$ cat src/rtl/hub_responder.sv
// rtl/hub_responder.sv - hub-side responder: round-robin slot, hub RAM access, locks and cogid
// Results come back one clock after the cog's slot as a one-hot ack with bus_q/bus_c.
module hub_responder #(
  parameter int COGS   = 8,
  parameter int ADDR_W = 16,
  parameter int LOCKS  = 8
) (
  input  logic                     clk_cog,
  input  logic                     nres,
  input  logic [COGS-1:0]          req,
  input  logic [3*COGS-1:0]        cog_op,
  input  logic [ADDR_W*COGS-1:0]   cog_addr,
  input  logic [32*COGS-1:0]       cog_data,
  output logic [COGS-1:0]          ack,
  output logic [31:0]              bus_q,
  output logic                     bus_c,
  output logic                     ram_en,
  output logic                     ram_w,
  output logic [3:0]               ram_be,
  output logic [ADDR_W-3:0]        ram_a,
  output logic [31:0]              ram_d,
  input  logic [31:0]              ram_q
);
  localparam int SW = $clog2(COGS);
  localparam int LW = $clog2(LOCKS);

  logic [SW-1:0]    slot_q, slot_d;
  logic [COGS-1:0]  ack_q, ack_d;
  logic             pend_rd_q, pend_rd_d;
  logic [1:0]       pend_size_q, pend_size_d;
  logic [1:0]       pend_a_q, pend_a_d;
  logic [31:0]      res_q, res_d, hold_q, hold_d;
  logic             resc_q, resc_d, holdc_q, holdc_d;
  logic [LOCKS-1:0] alloc_q, alloc_d, lstate_q, lstate_d;

  logic              issue, is_mem, free_found;
  logic [2:0]        op;
  logic [ADDR_W-1:0] addr;
  logic [31:0]       data, shaped;
  logic [LW-1:0]     lid, free_id;

  always_comb begin
    slot_d      = slot_q + 1'b1;
    op          = cog_op[3*int'(slot_q) +: 3];
    addr        = cog_addr[ADDR_W*int'(slot_q) +: ADDR_W];
    data        = cog_data[32*int'(slot_q) +: 32];
    issue       = req[slot_q];
    is_mem      = (op[1:0] != 2'b11);
    lid         = data[LW-1:0];
    ram_en      = issue && is_mem && nres;
    ram_w       = ram_en && op[2];
    ram_a       = addr[ADDR_W-1:2];
    ram_be      = 4'b1111;
    ram_d       = data;
    alloc_d     = alloc_q;
    lstate_d    = lstate_q;
    res_d       = res_q;
    resc_d      = resc_q;
    ack_d       = '0;
    pend_rd_d   = issue && is_mem && !op[2];
    pend_size_d = op[1:0];
    pend_a_d    = addr[1:0];
    free_found  = 1'b0;
    free_id     = '0;

    case (op[1:0])
      2'b00:   begin ram_be = 4'b0001 << addr[1:0];           ram_d = {4{data[7:0]}};  end
      2'b01:   begin ram_be = addr[1] ? 4'b1100 : 4'b0011;    ram_d = {2{data[15:0]}}; end
      default: begin ram_be = 4'b1111;                        ram_d = data;            end
    endcase

    // Descending scan so the lowest free id is the one left standing.
    for (int i = LOCKS-1; i >= 0; i--) begin
      if (!alloc_q[i]) begin
        free_found = 1'b1;
        free_id    = LW'(i);
      end
    end

    if (issue) begin
      ack_d[slot_q] = 1'b1;
      if (op == 3'b111) begin
        res_d  = 32'(slot_q);
        resc_d = 1'b0;
      end else if (op == 3'b011) begin
        case (addr[1:0])
          2'b00: begin
            if (free_found) begin
              alloc_d[free_id] = 1'b1;
              res_d  = 32'(free_id);
              resc_d = 1'b0;
            end else begin
              res_d  = '0;
              resc_d = 1'b1;
            end
          end
          2'b01: begin
            alloc_d[lid]  = 1'b0;
            lstate_d[lid] = 1'b0;
            res_d  = 32'(lid);
            resc_d = 1'b0;
          end
          2'b10: begin
            lstate_d[lid] = 1'b1;
            res_d  = 32'(lid);
            resc_d = lstate_q[lid];
          end
          default: begin
            lstate_d[lid] = 1'b0;
            res_d  = 32'(lid);
            resc_d = lstate_q[lid];
          end
        endcase
      end else if (op[2]) begin
        res_d  = ram_d;
        resc_d = 1'b0;
      end
    end
  end

  always_comb begin
    case (pend_size_q)
      2'b00:   shaped = {24'h0, ram_q[{pend_a_q, 3'b000} +: 8]};
      2'b01:   shaped = {16'h0, pend_a_q[1] ? ram_q[31:16] : ram_q[15:0]};
      default: shaped = ram_q;
    endcase
    ack     = ack_q;
    bus_q   = hold_q;
    bus_c   = holdc_q;
    if (|ack_q) begin
      bus_q = pend_rd_q ? shaped : res_q;
      bus_c = pend_rd_q ? 1'b0 : resc_q;
    end
    hold_d  = bus_q;
    holdc_d = bus_c;
  end

  always_ff @(posedge clk_cog or negedge nres) begin
    if (!nres) begin
      slot_q      <= '0;
      ack_q       <= '0;
      pend_rd_q   <= 1'b0;
      pend_size_q <= '0;
      pend_a_q    <= '0;
      res_q       <= '0;
      resc_q      <= 1'b0;
      hold_q      <= '0;
      holdc_q     <= 1'b0;
      alloc_q     <= '0;
      lstate_q    <= '0;
    end else begin
      slot_q      <= slot_d;
      ack_q       <= ack_d;
      pend_rd_q   <= pend_rd_d;
      pend_size_q <= pend_size_d;
      pend_a_q    <= pend_a_d;
      res_q       <= res_d;
      resc_q      <= resc_d;
      hold_q      <= hold_d;
      holdc_q     <= holdc_d;
      alloc_q     <= alloc_d;
      lstate_q    <= lstate_d;
    end
  end
endmodule
$ cat config.mk
export PLATFORM = sky130hd
export DESIGN_NAME = hub_responder
export DESIGN_NICKNAME = d
export VERILOG_FILES = /design/src/rtl/hub_responder.sv
export SDC_FILE = /design/constraint.sdc
export NUM_CORES = 1
export LEC_CHECK = 0
export CAP_MARGIN = 0
export CORE_AREA = 2 2 213 215
export CTS_CLUSTER_SIZE = 24
export DETAILED_ROUTE_END_ITERATION = 10
export DIE_AREA = 0 0 215 217
export SYNTH_ARGS = -nofsm -noshare
export SYNTH_HDL_FRONTEND = slang
export SYNTH_SLANG_ARGS = --single-unit
$ cat constraint.sdc
create_clock -name clk_cog -period 6.65 [get_ports clk_cog]
set_input_delay 1.33 -clock clk_cog [delete_from_list [all_inputs] [get_ports clk_cog]]
set_output_delay 1.33 -clock clk_cog [all_outputs]
set_load 0.05 [all_outputs]
---- Word-level counts from Yosys, hierarchy flattened ----
Cells that the tools add are included.
word-level totals
  register bits ........................... 98
  input port bits ......................... 450
  output and inout bits ................... 93
  logic and storage cells ................. 105
operators by class
  add/sub/neg operators ................... 1
  multiply operators ...................... 1
  magnitude comparators ................... 6
  equal/unequal tests ..................... 8
  shifts and indexed selects .............. 5
  mux-type cells .......................... 49
  bitwise operators ....................... 7
  reductions and logical operators ........ 17
operators by type and width
  operator                                                     count
  indexed part select 256 x 9 -> 32 bit                        1
  2-to-1 mux 32 bit                                            6
  one-hot mux 32 bit (2 select lines)                          2
  indexed part select 128 x 8 -> 16 bit                        1
  one-hot mux 8 bit (2 select lines)                           2
  indexed part select 32 x 6 -> 8 bit                          1
  2-to-1 mux 3 bit                                             9
  indexed part select 24 x 6 -> 3 bit                          1
  2-to-1 mux 1 bit                                             19
  AND 8 bit                                                    2
  2-to-1 mux 16 bit                                            1
  2-to-1 mux 8 bit                                             2
  OR 8 bit                                                     2
  less-than comparator 3 x 4 -> 1 bit (second input constant)  3
  demux 1 bit (select 3 bit)                                   3
  >= comparator 3 x 1 -> 1 bit (second input constant)         3
  inverter 8 bit                                               1
  one-hot mux 4 bit (2 select lines)                           1
  OR reduction 8 bit                                           1
  logical AND 1 bit                                            7
  binary-select mux 1 bit (select 3 bit)                       2
  equality test 2 x 1 -> 1 bit (second input constant)         3
  logical NOT 2 bit                                            3
  multiplier 2 x 3 -> 5 bit (first input constant)             1
  other kinds (15)                                             17

---- Logic depth before layout (Yosys ltp) ----
  word-level depth ........................ 15
  gate-level depth with buffers ........... 12
  mapped depth without buffers ............ 7

---- Worst setup path after synthesis ----
OpenSTA, ideal clock, no wires.
  path kind ............................... input -> output
  from .................................... input cog_op[4]
  to ...................................... output ram_w
  arrival ................................. 3.721 ns
  required time ........................... 5.320 ns
  slack ................................... 1.599 ns
  cell stages on the path ................. 7
  cell sequence ........................... mux4_1 -> nand3_1 -> nand2_1 -> buf_2 -> buf_2 -> buf_1 -> nor3_1
between the ends
  cells in the longest elaborated chain, start to end .. 5
ends and longest elaborated chain
  item                                     line  text
  from (decl)                              11    input logic [3*COGS-1:0] cog_op,
  indexed part select 24 x 6 -> 3 bit (*)  44    op = cog_op[3*int'(slot_q) +: 3];
  != test 2 bit                            48    is_mem = (op[1:0] != 2'b11);
  logical AND 1 bit (2 in a row)           50    ram_en = issue && is_mem && nres;
  logical AND 1 bit (*)                    51    ram_w = ram_en && op[2];
  to (decl)                                18    output logic ram_w,
Every way passes the cells marked *; elsewhere a longest branch is shown, timed or not.

---- Final worst setup path ----
  from .................................... input cog_op[4]
  to ...................................... output ram_d[11]
between the ends
  cells in the longest elaborated chain, start to end .. 3
  elaborated cells between the ends (all ways) .. 4
  classes of those cells .................. eq/ne (1); shift (1); mux (1); reduce/logical (1)
ends and longest elaborated chain
  item                                                               line  text
  indexed part select 24 x 6 -> 3 bit (*)                            44
  equality test 2 x 1 -> 1 bit or logical NOT 2 bit (tied branches)  66    case (op[1:0])
  one-hot mux 32 bit (2 select lines) (*)                            66
  to (decl)                                                          21    output logic [31:0] ram_d,
Marked as above.

==> metrics.yaml <==
run_status: "finished clean"
path_class: "in2out"
yosysMostFrequentCell: "dfrtp_1"
core-area_mm2: 0.0447
vias: 10100
path_cells: "clkdlybuf4s50_1 -> mux4_1 -> mux2i_4 -> nand2_1 -> o21ai_0 -> clkdlybuf4s50_1"
cpPeakStageDelay_ps: 890
cts_hold_buf: 0
grt-ovfl-total: 0
synth_async_sr_flop_share_pct: 100
synth_cell_type_count: 72
pwr-share-comb_pct: 40.6
dr.pass1.iters: 5
drt_iter0_markers: 964
ys_warn_count: 0
postCtsSetupRepairBufs: 0
place_inst: 1972
timing.slew.headroom_pct: 26.3
cts.sinks: 98
reg2regPathDepth: 9
io_buffers: 542
wirelength_um: 55000
cts_tree: "built"
grt_pass1_vias: 10300
cp_num_cells: 6
cap_violations: 0
die_y_um: 217
routabilityCongestion: 0.947
dieArea_mm2: 0.0467
ctsResizeCount: 0
crit_buf_inv: 2
hold_class: "reg2reg"
p_sw_mw: 0.773
synth_edf_count: 0
start_util_pct: 18.0
p_int_mw: 1.34
grt_util_met3_pct: 4.85
path_common_cell: "clkdlybuf4s50_1"
syn_area_per_cell_um2: 9.00
ys_ff_latch: 98
synth-main-ff-cell: "dfrtp_1"
grt_max_degree: 54
cp_data_required_time_ps: 5320
stdcell_count: 1998
synth_fp_nets: 1346
yosys-top-cells-area: "dfrtp_1, a22oi_1, mux4_2"
p_per_area_mw_per_mm2: 148
synth.top_cell.area_share_pct: 30.4
grtUsageMet1_pct: 27.8
p_sw_share_pct: 36.5
p_seq_share_pct: 33.2
arrival_ps: 4590
clockPowerShare_pct: 26.2
fin_hold_ws_ps: 486
drv_slew: 0
area_growth_pct: 77.7
ios: 543
die-width_um: 215
grt_usage_pct: 22.8
ir_drop_uv: 131
synth_area_mm2: 0.00806
nNetsFinal: 1834
min_period_ps: 5920
critPathLaunchType: "input port"
top_usage_layer: "met2"
endpoint_kind: "output pin"
clock_tree.root_cell: "clkbuf_16"
setup-violations-final: 0
hold_path_depth: 2
synth_commonest_cells: "dfrtp_1, nand2_1, nor2_1"
power_mw: 2.12
critPathTopFamily: "buffers and inverters"
drc_errors: 0
viasPerCell: 5.06
synth_cells: 895
grt_first_pass_wirelength_um: 75900
ant_nets: 0
worstMarginPinSlew_ps: 1110
htreeDepth: 3
cts_made_buffers: 9
wl_per_cell_um: 27.5
synth.yosys.seq_area_share_pct: 30.4
hold_viol: 0
clock_latency_ps: 380
power.static_leakage_nw: 5.38
fp-row-count: 78
dp_hpwl_um: 46100
fmax_mhz: 169
drive_above_1_share_pct: 9.29
clkSlewWorstSetupHoldPaths_ps: 80
final.setup.tns_ps: 0
grt_setup_unrepaired: "no"
use_met2_pct: 39.7
grt_antenna_before_repair: 19
worstPathMaxFanout: 16
yosysTopAreaCell: "dfrtp_1"
final_util_pct: 32.0
slowest_stage: "clkdlybuf4s50_1"
clockBufferDepth: 2
post-route-period-util_pct: 89.0
clock_skew_ps: 22.1
[area by class of cell]
cell class | instances | area [µm²]
Fill cell | 4754 | 30400
Clock buffer | 9 | 225
Tap cell | 600 | 751
Sequential cell | 98 | 2460
Inverter | 19 | 73.8
Timing Repair Buffer | 570 | 5630
Clock inverter | 7 | 78.8
Multi-Input combinational cell | 685 | 5070
Antenna cell | 10 | 25.0
[worst paths after layout]
check | start | to | slack [ps]
worst max-delay path | cog_op[4] | ram_d[11] | 730
worst min-delay path | holdc_q | holdc_q | 490
worst max register to register | slot_q[2] | res_q[12] | 2790
worst min register to register | holdc_q | holdc_q | 490
max in group asynchronous | nres | slot_q[1] | 4400
min in group asynchronous | nres | hold_q[18] | 1030
[flip-flops by register name, indices dropped and copies added (netlist names), named ones only]
name	count
hold_q	32
res_q	32
ack	8
alloc_q	8
slot_q	3
pend_a_q	2
pend_size_q	2
holdc_q	1
pend_rd_q	1
resc_q	1
[worst reg2reg max path, stage by stage (launching register included)]
cell     delay, ps
dfrtp_2        860
inv_1          690
buf_4          380
nand3_1        100
nand2_1        150
buf_4          290
o21ai_4        380
buf_4          430
nor2_2         240
a22o_1         230
[power groups by stage]
stage	registers, mW	clock network (mW)	logic (mW)
after global placement	0.710	0	0.856
after CTS	0.700	0.568	0.862
after global routing	0.709	0.588	0.904
final	0.702	0.555	0.860
after detailed placement	0.711	0	0.859
after floorplan	0.694	0	0.387
[placed cells by master, fill, tap and decap left out, types with 20 or more instances in the layout]
| cell type | instances |
|---|---|
| o21ai_0 | 40 |
| nand2_1 | 81 |
| mux4_2 | 20 |
| a22o_1 | 46 |
| clkdlybuf4s50_1 | 536 |
| nor2_1 | 76 |
| buf_4 | 33 |
| nand3_1 | 22 |
| a21oi_1 | 27 |
| mux2_2 | 25 |
| a221oi_1 | 40 |
| a22oi_1 | 64 |
| mux2i_1 | 32 |
| dfrtp_1 | 95 |
[per-layer routing]
layer	routed length, µm	vias up
met5	22	-
met4	1490	4
met2	27000	593
met1	22100	4967
li1	-	4483
met3	4360	60
[kinds of logic after synthesis]
logic type | Yosys count | synth area share, %
compound gates | 317 | 29.2
xor+xnor | 1 | 0.109
fa+ha+maj | 1 | 0.155
buf+inv | 112 | 7.04
flops | 98 | 30.4
mux | 88 | 16.0
simple gates | 278 | 17.0
[stage by stage]
stage	setup slack [ps]	instance area [µm²]
CTS	723	14300
finish	731	14300
floorplan	1600	8060
detailed placement	727	14000
global route	560	14300
global placement	790	14000
Power figures use the tool's default switching activity.
